==> config.mk <==
export PLATFORM = sky130hd
export DESIGN_NAME = wb_arbiter
export DESIGN_NICKNAME = d
export VERILOG_FILES = /design/src/rtl/wb_pkg.sv /design/src/rtl/rr_arbiter.sv /design/src/rtl/wb_arbiter.sv
export SDC_FILE = /design/constraint.sdc
export NUM_CORES = 1
export LEC_CHECK = 0
export CAP_MARGIN = 20
export CORE_MARGIN = 2
export CORE_UTILIZATION = 30
export DETAILED_ROUTE_END_ITERATION = 10
export PLACE_DENSITY = 0.68
export SETUP_SLACK_MARGIN = 0.2
export SYNTH_ARGS = -nofsm -noshare
export SYNTH_HDL_FRONTEND = slang
export SYNTH_SLANG_ARGS = --single-unit
==> constraint.sdc <==
create_clock -name clk -period 3.9 [get_ports clk]
set_input_delay 0.39 -clock clk [delete_from_list [all_inputs] [get_ports clk]]
set_output_delay 0.39 -clock clk [all_outputs]
set_load 0.01 [all_outputs]
==> src/rtl/wb_pkg.sv <==
// Shared writeback-bus types and widths for the functional-unit result interface.
package wb_pkg;
    localparam int XLEN    = 32;
    localparam int ROBID_W = 7;
    localparam int RD_W    = 6;
    localparam int EC_W    = 5;

    localparam int SRC_SCALU = 0;
    localparam int SRC_IMUL  = 1;
    localparam int SRC_LSQ   = 2;
    localparam int SRC_BR    = 3;

    typedef struct packed {
        logic               error;
        logic [EC_W-1:0]    ecause;
        logic [ROBID_W-1:0] robid;
        logic [RD_W-1:0]    rd;
        logic [XLEN-1:0]    result;
    } wb_bus_t;
endpackage

==> src/rtl/rr_arbiter.sv <==
// Round-robin arbiter: first set request at or after ptr, searched cyclically.
module rr_arbiter #(
    parameter int N  = 4,
    parameter int IW = (N > 1) ? $clog2(N) : 1
) (
    input  logic [N-1:0]  req,
    input  logic [IW-1:0] ptr,
    output logic [N-1:0]  grant,
    output logic [IW-1:0] idx,
    output logic          any
);
    logic [2*N-1:0] dbl;
    logic [2*N-1:0] masked;

    // Doubling the request vector turns the cyclic search into a plain
    // lowest-set-bit search over bits >= ptr.
    always_comb begin
        dbl    = {req, req};
        masked = '0;
        for (int j = 0; j < 2*N; j++) masked[j] = dbl[j] && (j >= int'(ptr));
        any   = |req;
        idx   = '0;
        grant = '0;
        for (int j = 2*N-1; j >= 0; j--) begin
            if (masked[j]) idx = IW'(j % N);
        end
        if (any) grant[idx] = 1'b1;
    end
endmodule

==> src/rtl/wb_arbiter.sv <==
// Writeback arbiter: picks one valid FU result round-robin into a one-entry
// output register, stalling every valid source that was not picked.
module wb_arbiter
    import wb_pkg::*;
#(
    parameter int NSRC = 4,
    parameter int SW   = (NSRC > 1) ? $clog2(NSRC) : 1
) (
    input  logic                    clk,
    input  logic                    rst,
    input  logic [NSRC-1:0]         src_valid,
    input  logic [NSRC-1:0]         src_error,
    input  logic [NSRC*EC_W-1:0]    src_ecause,
    input  logic [NSRC*ROBID_W-1:0] src_robid,
    input  logic [NSRC*RD_W-1:0]    src_rd,
    input  logic [NSRC*XLEN-1:0]    src_result,
    output logic [NSRC-1:0]         wb_src_stall,
    output logic                    wb_valid,
    output logic                    wb_error,
    output logic [EC_W-1:0]         wb_ecause,
    output logic [ROBID_W-1:0]      wb_robid,
    output logic [RD_W-1:0]         wb_rd,
    output logic [XLEN-1:0]         wb_result,
    output logic [SW-1:0]           wb_src,
    input  logic                    rob_wb_stall,
    input  logic                    rob_flush
);
    wb_bus_t         src_bus [NSRC];
    wb_bus_t         wb_q;
    logic [NSRC-1:0] req;
    logic [NSRC-1:0] grant;
    logic [SW-1:0]   rr_ptr;
    logic [SW-1:0]   gidx;
    logic            gany;
    logic            accept;

    for (genvar i = 0; i < NSRC; i++) begin : g_unpack
        assign src_bus[i] = '{
            error:  src_error[i],
            ecause: src_ecause[i*EC_W +: EC_W],
            robid:  src_robid[i*ROBID_W +: ROBID_W],
            rd:     src_rd[i*RD_W +: RD_W],
            result: src_result[i*XLEN +: XLEN]
        };
    end

    assign accept = ~wb_valid | ~rob_wb_stall;
    // Masking requests (reset, back-pressure, flush) leaves grant empty, so
    // stall then equals src_valid without any extra muxing.
    assign req          = (rst && accept && !rob_flush) ? src_valid : '0;
    assign wb_src_stall = src_valid & ~grant;

    rr_arbiter #(.N(NSRC), .IW(SW)) u_rr (
        .req   (req),
        .ptr   (rr_ptr),
        .grant (grant),
        .idx   (gidx),
        .any   (gany)
    );

    always_ff @(posedge clk or negedge rst) begin
        if (!rst) begin
            wb_valid <= 1'b0;
            wb_q     <= '0;
            wb_src   <= '0;
            rr_ptr   <= '0;
        end else if (rob_flush) begin
            wb_valid <= 1'b0;
        end else if (accept) begin
            wb_valid <= gany;
            if (gany) begin
                wb_q   <= src_bus[gidx];
                wb_src <= gidx;
                rr_ptr <= (gidx == SW'(NSRC-1)) ? '0 : gidx + SW'(1);
            end
        end
    end

    assign wb_error  = wb_q.error;
    assign wb_ecause = wb_q.ecause;
    assign wb_robid  = wb_q.robid;
    assign wb_rd     = wb_q.rd;
    assign wb_result = wb_q.result;

    a_hold_on_stall: assert property (@(posedge clk) disable iff (!rst)
        (wb_valid && rob_wb_stall && !rob_flush) |=> (wb_valid && $stable(wb_q) && $stable(wb_src)));
endmodule

==> impl_metrics.yaml, run 1 <==
clock_network:
  cts_resized: 0
  root_buffer: "clkbuf_16"
  cts_setup_buffers: 0
  cts-hold-fix-buffers: 0
  tritoncts: "built"
  h-tree-depth: 2
  clockBufferDepth: 2
  insertion_delay_ns: 0.29
  cts_buffers: 5
  cts_sinks: 56
  clkTransAtPathRegs_ns: 0.07
sta:
  period_share: 0.7938
  period_needed_ns: 3.096
  relSlewSlack: 0.3214
  slew_violations: 0
  fin_skew_ns: 0.004103
  fmax_ghz: 0.3230
  rsz0062_at_grt: "false"
  fin_tns_setup_ns: 0
  worst_pin_slew_ns: 1.018
  hold_slack_ns: 0.2936
  setup_viol: 0
  hold_viol_final: 0
worst_setup_path:
  cp_slowest_cell: "clkdlybuf4s50_1"
  cp_top_family: "buffers and inverters"
  path_cells: "clkdlybuf4s50_1 -> a21boi_1 -> o221ai_4 -> nor2_1 -> inv_1 -> ha_1 -> a21boi_0 -> clkdlybuf4s50_1"
  crit_buf_inv: 3
  critPathLaunchType: "primary input"
  critPathKind: "in -> out"
  crit_top_cell: "clkdlybuf4s50_1"
  cpPeakStageDelay_ns: 0.56
  crit_fanout: 6
  endpoint_kind: "output port"
  cp_data_required_time_ns: 3.51
  arrival_ns: 2.71
synthesis:
  avgSynthCellArea_um2: 7.347
  synth_ff_type: "dfrtp_1"
  syn-cell-area_um2: 3607
  synth_seq_cells: 56
  yosysTopAreaCellShare: 0.3885
  yosys-top-cells-count: "210 x nand2_1, 105 x a21oi_1, 56 x dfrtp_1, 52 x a211o_1, 16 x clkbuf_1"
  synth_cells: 491
  ys_top_cells_by_area: "dfrtp_1 39%, nand2_1 22%, a21oi_1 15%"
  synth.largest_area_cell: "dfrtp_1"
  synth-warning-count: 0
  synth-edff-count: 0
  synth_seq_area_share: 0.3885
  ys_types: 30
  synth.most_common_cell: "nand2_1"
  synthArstFlopShare: 1.000
  syn-num-nets: 707
floorplan:
  ioPinCount: 270
  die_w_um: 113.7
  fp.coreArea_um2: 11860
  initial_core_util: 0.3041
  rows: 40
  die_area_um2: 12920
  dieHeight_um: 113.7
worst_hold_path:
  hp-class: "in -> async"
place:
  routabilityCongestion: 0.8584
  hpwl_um: 10030
  portBuffers: 269
global_routing:
  track_usage: 0.2053
  grt_pass1_vias: 4318
  grt_overflow: 0
  grt_max_degree: 103
  antenna_found_initial: 0
  grt_pass1_wl_um: 21130
route:
  vias: 4399
  firstDrtPassIters: 4
  drt_iter0_markers: 231
  drc: 0
  wirelength_um: 14000
  ant_nets: 0
  wl_per_cell_um: 15.97
  viasPerCell: 5.016
power:
  cellLeakagePower_nw: 2.981
  ir_worst_vdd_uv: 187.3
  power.density_nw_per_um2: 369.8
finish:
  nNetsFinal: 948
  drive_gt1_frac: 0.02466
  n_antenna_cell: 0
  area_growth_pct: 79.50
run_status:
  status: "finished clean"
flow_run:
  drv_cap: 0
## cell type report
class	count	area [um2]
clock buffer	5	125.1
fill	1126	5386
inverter	4	15.01
multi-input combinational	391	2012
sequential	56	1401
tap	147	183.9
timing repair buffer	274	2738
## per-stage QoR
step / util / setup WS, ns / power [W] / cells / cell area [um2]
6_report: 0.5459 / 0.8044 / 0.002395 / 877 / 6475
3_5_place_dp: 0.5353 / 0.7894 / 0.001988 / 872 / 6350
5_1_grt: 0.5459 / 0.6624 / 0.002548 / 877 / 6475
4_1_cts: 0.5459 / 0.7884 / 0.002421 / 877 / 6475
3_3_place_gp: 0.5353 / 0.8105 / 0.001968 / 872 / 6350
2_1_floorplan: - / 1.697 / 0.001333 / 491 / 3607
## registers in the layout (all words and copies together) (netlist names)
register / flops
wb_error: 1
wb_valid: 1
rr_ptr: 2
wb_rd: 6
wb_ecause: 5
wb_src: 2
wb_result: 32
wb_robid: 7
## placed cells by master, fill, tap and decap left out, types with 2 or more instances in the layout
cell	count
clkdlybuf4s50_1	268
nand2_1	210
a21oi_1	105
dfrtp_1	56
a211o_1	51
clkbuf_16	5
inv_1	4
ha_1	4
buf_4	4
a21boi_0	2
## routing by layer
metal / global-route usage / share of wire / vias up
li1: - / - / 2148
met1: 0.2238 / 0.38 / 2023
met2: 0.3749 / 0.50 / 200
met3: 0.05792 / 0.089 / 28
met4: 0.08293 / 0.030 / 0
met5: 0 / 0 / -
## report_power, final
group / leakage (nW) / switching (W) / internal [W]
logic: 2.22 / 0.000494 / 0.000648
registers: 0.703 / 0.0000940 / 0.000740
clock network: 0.0616 / 0.000190 / 0.000228
## kinds of logic after synthesis
kind of cell,after synthesis,synth area share
DFF,56,0.3885
adders and majority gates,4,0.01387
muxes,2,0.007283
buffers and inverters,44,0.06174
and+or+nand+nor,220,0.2366
AOI/OAI and AO/OA,165,0.2921
## final timing paths
kind | from | cells past startpoint | slack [ns] | endpoint
hold reg to reg | wb_src[0] | 2 | 0.48 | wb_src[0]
setup reg to reg | rr_ptr[1] | 6 | 1.49 | wb_robid[0]
setup / recovery | src_valid[1] | 8 | 0.80 | wb_src_stall[0]
hold / removal | rst | 2 | 0.29 | wb_result[8]
min in group clk | wb_src[0] | 2 | 0.48 | wb_src[0]
max in group asynchronous | rst | 2 | 3.14 | wb_rd[5]
No activity file was read; power rests on OpenSTA's default activity.
==> run 2: changes to the inputs <==
--- a/config.mk
+++ b/config.mk
@@ -9,7 +9,7 @@
 export CORE_MARGIN = 2
 export CORE_UTILIZATION = 30
 export DETAILED_ROUTE_END_ITERATION = 10
-export PLACE_DENSITY = 0.68
+export PLACE_DENSITY = 0.71
 export SETUP_SLACK_MARGIN = 0.2
 export SYNTH_ARGS = -nofsm -noshare
 export SYNTH_HDL_FRONTEND = slang
==> constraint.sdc (replaced) <==
create_clock -name clk -period 2.74 [get_ports clk]
set_input_delay 0.274 -clock clk [delete_from_list [all_inputs] [get_ports clk]]
set_output_delay 0.274 -clock clk [all_outputs]
set_load 0.01 [all_outputs]
==> impl_metrics.yaml, run 2 (synthesis results as in run 1) <==
global_routing:
  grt_pass1_vias: 4325
  grt_pass1_wl_um: 21490
  antenna_found_initial: 0
  grt_overflow: 0
  grt_max_degree: 103
  track_usage: 0.2069
finish:
  largest_reg_flops: 32
  drive_gt1_frac: 0.03794
  fillCellCount: 1113
  area_growth_pct: 82.31
  multi_input_area_um2: 2039
  n_antenna_cell: 0
  final_common_cell: "clkdlybuf4s50_1"
  nNetsFinal: 954
  final_cell_mix: "263 x clkdlybuf4s50_1, 210 x nand2_1, 105 x a21oi_1"
  stdcell_area_um2: 6576
  final-seq-area_um2: 1401
  utilization: 0.5544
power:
  internal-power_w: 0.002320
  cellLeakagePower_nw: 3.051
  power_w: 0.003441
  p_sw_w: 0.001121
  power.density_nw_per_um2: 523.3
  clkPwrFrac: 0.179
  ir_worst_vdd_uv: 272.0
  swShare: 0.3257
  pwr-share-seq: 0.344
  power.share.combinational: 0.477
route:
  wl_met3_um: 1199
  route.met2.wl_um: 6743
  top_layer_used: "met4"
  drt-met1-wl_um: 5596
  vias: 4426
  drt_iter0_markers: 329
  wl_per_cell_um: 15.79
  ant_nets: 0
  wirelength_um: 13980
  firstDrtPassIters: 5
  viasPerCell: 5.001
  drc: 0
worst_setup_path:
  arrival_ns: 2.14
  endpoint_kind: "output port"
  critPathLaunchType: "primary input"
  crit_fanout: 5
  cp_data_required_time_ns: 2.47
  critPathKind: "in -> out"
place:
  portBuffers: 269
  dpl_cell_area_um2: 6380
  hpwl_um: 9975
  routabilityCongestion: 0.8467
floorplan:
  ioPinCount: 270
  rows: 40
  initial_core_util: 0.3041
  dieHeight_um: 113.7
  die_w_um: 113.7
  fp.coreArea_um2: 11860
  die_area_um2: 12920
sta:
  hold_viol_final: 0
  rsz0062_at_grt: "false"
  worst_pin_slew_ns: 0.7415
  slew_violations: 0
  relSlewSlack: 0.5057
  fmax_ghz: 0.4141
  period_share: 0.8813
  setup_viol: 0
  period_needed_ns: 2.415
  fin_tns_setup_ns: 0
  fin_skew_ns: 0.005404
clock_network:
  tritoncts: "built"
  cts_buffers: 5
  h-tree-depth: 2
  clkTransAtPathRegs_ns: 0.07
  root_buffer: "clkbuf_16"
  clockBufferDepth: 2
  cts_setup_buffers: 0
  cts_sinks: 56
  insertion_delay_ns: 0.29
flow_run:
  drv_cap: 0
run_status:
  status: "finished clean"
worst_hold_path:
  hp-class: "in -> async"
[run 2: worst paths after layout]
check / startpoint / endpoint / slack, ns / cells after the start
min in group clk: wb_result[23] / wb_result[23] / 0.48 / 1
worst min register to register: wb_result[23] / wb_result[23] / 0.48 / 1
max in group asynchronous: rst / wb_result[26] / 2.11 / 2
worst min-delay path: rst / wb_result[13] / 0.17 / 2
worst max-delay path: src_valid[1] / wb_src_stall[1] / 0.33 / 8
worst max register to register: rr_ptr[1] / wb_ecause[0] / 0.47 / 6
[run 2: worst max-delay path, stage by stage]
cell and delay, ns:
clkdlybuf4s50_1 0.50, buf_4 0.19, nand2b_1 0.15, o221ai_2 0.18, nand3_2 0.16, ha_1 0.23
a21boi_0 0.17, dlygate4sd2_1 0.29
[run 2: layout make-up]
class | count | share of cell area
timing repair buffer | 280 | 0.4262
multi-input combinational | 391 | 0.3101
sequential | 56 | 0.2131
tap | 147 | 0.02797
clock buffer | 6 | 0.01960
inverter | 4 | 0.002283
clock inverter | 1 | 0.0007610
[run 2: stage by stage]
stage               hold slack, ns  std cells  worst slack (ns)
floorplan                 -0.02159        491            0.6533
global placement           0.07205        876          -0.04050
detailed placement         0.07517        876           -0.1181
CTS                         0.2004        884            0.1047
global route                0.2486        885            0.1908
finish                      0.1670        885            0.3252
[run 2: repair_timing]
item / 4_1_cts / 5_1_grt
hold endpoints to repair: 1 / 0
pin swaps: 0 / 1
endpoints found under the setup margin: 5 / 16
hold buffers: 1 / 0
resized for setup: 7 / 5
cloned: 0 / 0
[run 2: routing by layer]
layer  vias to the layer above  track usage
met2                       224       0.3661
li1                       2166            -
met4                         0      0.08049
met3                        31      0.05260
met1                      2005       0.2404
met5                         -            0
[run 2: power by group through the flow]
stage	Combinational [W]	Sequential [W]	Clock [W]
CTS	0.00165	0.00118	0.000641
floorplan	0.000602	0.00129	0
finish	0.00164	0.00118	0.000616
global route	0.00177	0.00121	0.000672
detailed placement	0.00164	0.00120	0
global placement	0.00162	0.00119	0
==> run 3: changes to the inputs <==
--- a/config.mk
+++ b/config.mk
@@ -9,7 +9,7 @@
 export CORE_MARGIN = 2
 export CORE_UTILIZATION = 30
 export DETAILED_ROUTE_END_ITERATION = 10
-export PLACE_DENSITY = 0.71
+export PLACE_DENSITY = 0.68
 export SETUP_SLACK_MARGIN = 0.2
 export SYNTH_ARGS = -nofsm -noshare
 export SYNTH_HDL_FRONTEND = slang
==> constraint.sdc (replaced) <==
create_clock -name clk -period 2.81 [get_ports clk]
set_input_delay 0.281 -clock clk [delete_from_list [all_inputs] [get_ports clk]]
set_output_delay 0.281 -clock clk [all_outputs]
set_load 0.01 [all_outputs]
==> impl_metrics.yaml, run 3 (synthesis results as in run 1) <==
global_routing:
  track_usage: 0.2107
  grt_pass1_vias: 4485
  grt_overflow: 0
  grt_pass1_wl_um: 21810
  grt_max_degree: 103
  antenna_found_initial: 0
sta:
  slew_violations: 0
  fin_skew_ns: 0.005887
  fin_tns_setup_ns: 0
  rsz0062_at_grt: "false"
  worst_pin_slew_ns: 1.050
  worst_slack_ns: 0.3315
  period_needed_ns: 2.479
  fmax_ghz: 0.4035
  relSlewSlack: 0.2997
  hold_viol_final: 0
  setup_viol: 0
  period_share: 0.8820
clock_network:
  h-tree-depth: 2
  root_buffer: "clkbuf_16"
  clockBufferDepth: 2
  cts_buffers: 5
  clkTransAtPathRegs_ns: 0.07
  cts_sinks: 56
  insertion_delay_ns: 0.29
  tritoncts: "built"
power:
  cellLeakagePower_nw: 3.051
  pwr-share-seq: 0.334
  clkPwrFrac: 0.205
  power_w: 0.003456
  power.density_nw_per_um2: 524.1
  ir_worst_vdd_uv: 303.9
  power.share.combinational: 0.461
  internal-power_w: 0.002360
  swShare: 0.3172
  p_sw_w: 0.001096
place:
  place_ws_ns: -0.06086
  routabilityCongestion: 0.8320
  hpwl_um: 10110
  portBuffers: 269
  dp_cells: 875
  dpl_cell_area_um2: 6372
route:
  vias: 4412
  wirelength_um: 14130
  drc: 0
  firstDrtPassIters: 4
  viasPerCell: 4.985
  drt_iter0_markers: 246
  wl_per_cell_um: 15.97
  ant_nets: 0
run_status:
  status: "finished clean"
finish:
  area_growth_pct: 82.83
  fillCellCount: 1093
  drive_gt1_frac: 0.04065
  nNetsFinal: 953
  final_common_cell: "clkdlybuf4s50_1"
  stdcell_area_um2: 6595
  largest_reg_flops: 32
  final_cell_mix: "263 x clkdlybuf4s50_1, 210 x nand2_1, 105 x a21oi_1"
  fin_cells: 885
  n_antenna_cell: 0
floorplan:
  initial_core_util: 0.3041
  die_w_um: 113.7
  rows: 40
  fp.coreArea_um2: 11860
  die_area_um2: 12920
  ioPinCount: 270
  dieHeight_um: 113.7
worst_setup_path:
  crit_fanout: 6
  critPathLaunchType: "flip-flop"
  arrival_ns: 2.20
  cp_data_required_time_ns: 2.53
  critPathKind: "reg -> out"
  endpoint_kind: "output port"
worst_hold_path:
  hp-class: "in -> async"
flow_run:
  drv_cap: 0
[run 3: metal layers]
metal | vias to the layer above | track usage | wire [um]
li1 | 2162 | - | -
met1 | 2023 | 0.2284 | 5346
met2 | 198 | 0.3964 | 7147
met3 | 29 | 0.05632 | 1212
met4 | 0 | 0.06911 | 424
met5 | - | 0 | 0
[run 3: through the flow]
stage               hold WS [ns]  utilization
floorplan               -0.01459            -
global route              0.3174       0.5560
finish                    0.2355       0.5560
global placement          0.1091       0.5372
CTS                       0.2816       0.5534
detailed placement        0.1079       0.5372
[run 3: final cells by class]
class / count / area (um2) / area share
tap: 147 / 183.9 / 0.02789
timing repair buffer: 279 / 2795 / 0.4238
clock buffer: 6 / 128.9 / 0.01954
multi-input combinational: 391 / 2034 / 0.3085
inverter: 4 / 15.01 / 0.002277
clock inverter: 2 / 35.03 / 0.005312
sequential: 56 / 1403 / 0.2127
[run 3: path summary, 6_finish.rpt]
path	start	slack (ns)	depth (start not counted)	end
worst max-delay path	rr_ptr[1]	0.33	7	wb_src_stall[2]
worst min-delay path	rst	0.24	2	wb_valid
worst max register to register	rr_ptr[1]	0.39	6	wb_robid[2]
worst min register to register	wb_src[1]	0.49	2	wb_src[1]
max in group asynchronous	rst	2.08	2	rr_ptr[1]
min in group clk	wb_src[1]	0.49	2	wb_src[1]
[run 3: worst max-delay path, stage by stage, from the launching register on]
cell,delay [ns]
dfrtp_2,0.46
mux2_4,0.25
o221ai_4,0.11
nor2_2,0.16
inv_1,0.09
ha_1,0.18
a21oi_1,0.11
clkdlybuf4s50_1,0.55
[run 3: what timing repair did]
| action | CTS | global route |
|---|---|---|
| resized for setup | 9 | 3 |
| setup endpoints to repair | 4 | 3 |
| pin swaps | 1 | 0 |
| hold buffers | 1 | 0 |
| cloned | 0 | 0 |
| setup buffers | 0 | 0 |
| endpoints found under the hold margin | 1 | 0 |
[run 3: power by group through the flow]
stage	combinational [W]	sequential, W	clock, W
2_1_floorplan	0.000587	0.00126	0
3_3_place_gp	0.00157	0.00116	0
3_5_place_dp	0.00159	0.00117	0
4_1_cts	0.00160	0.00116	0.000738
5_1_grt	0.00172	0.00119	0.000772
6_report	0.00159	0.00116	0.000708
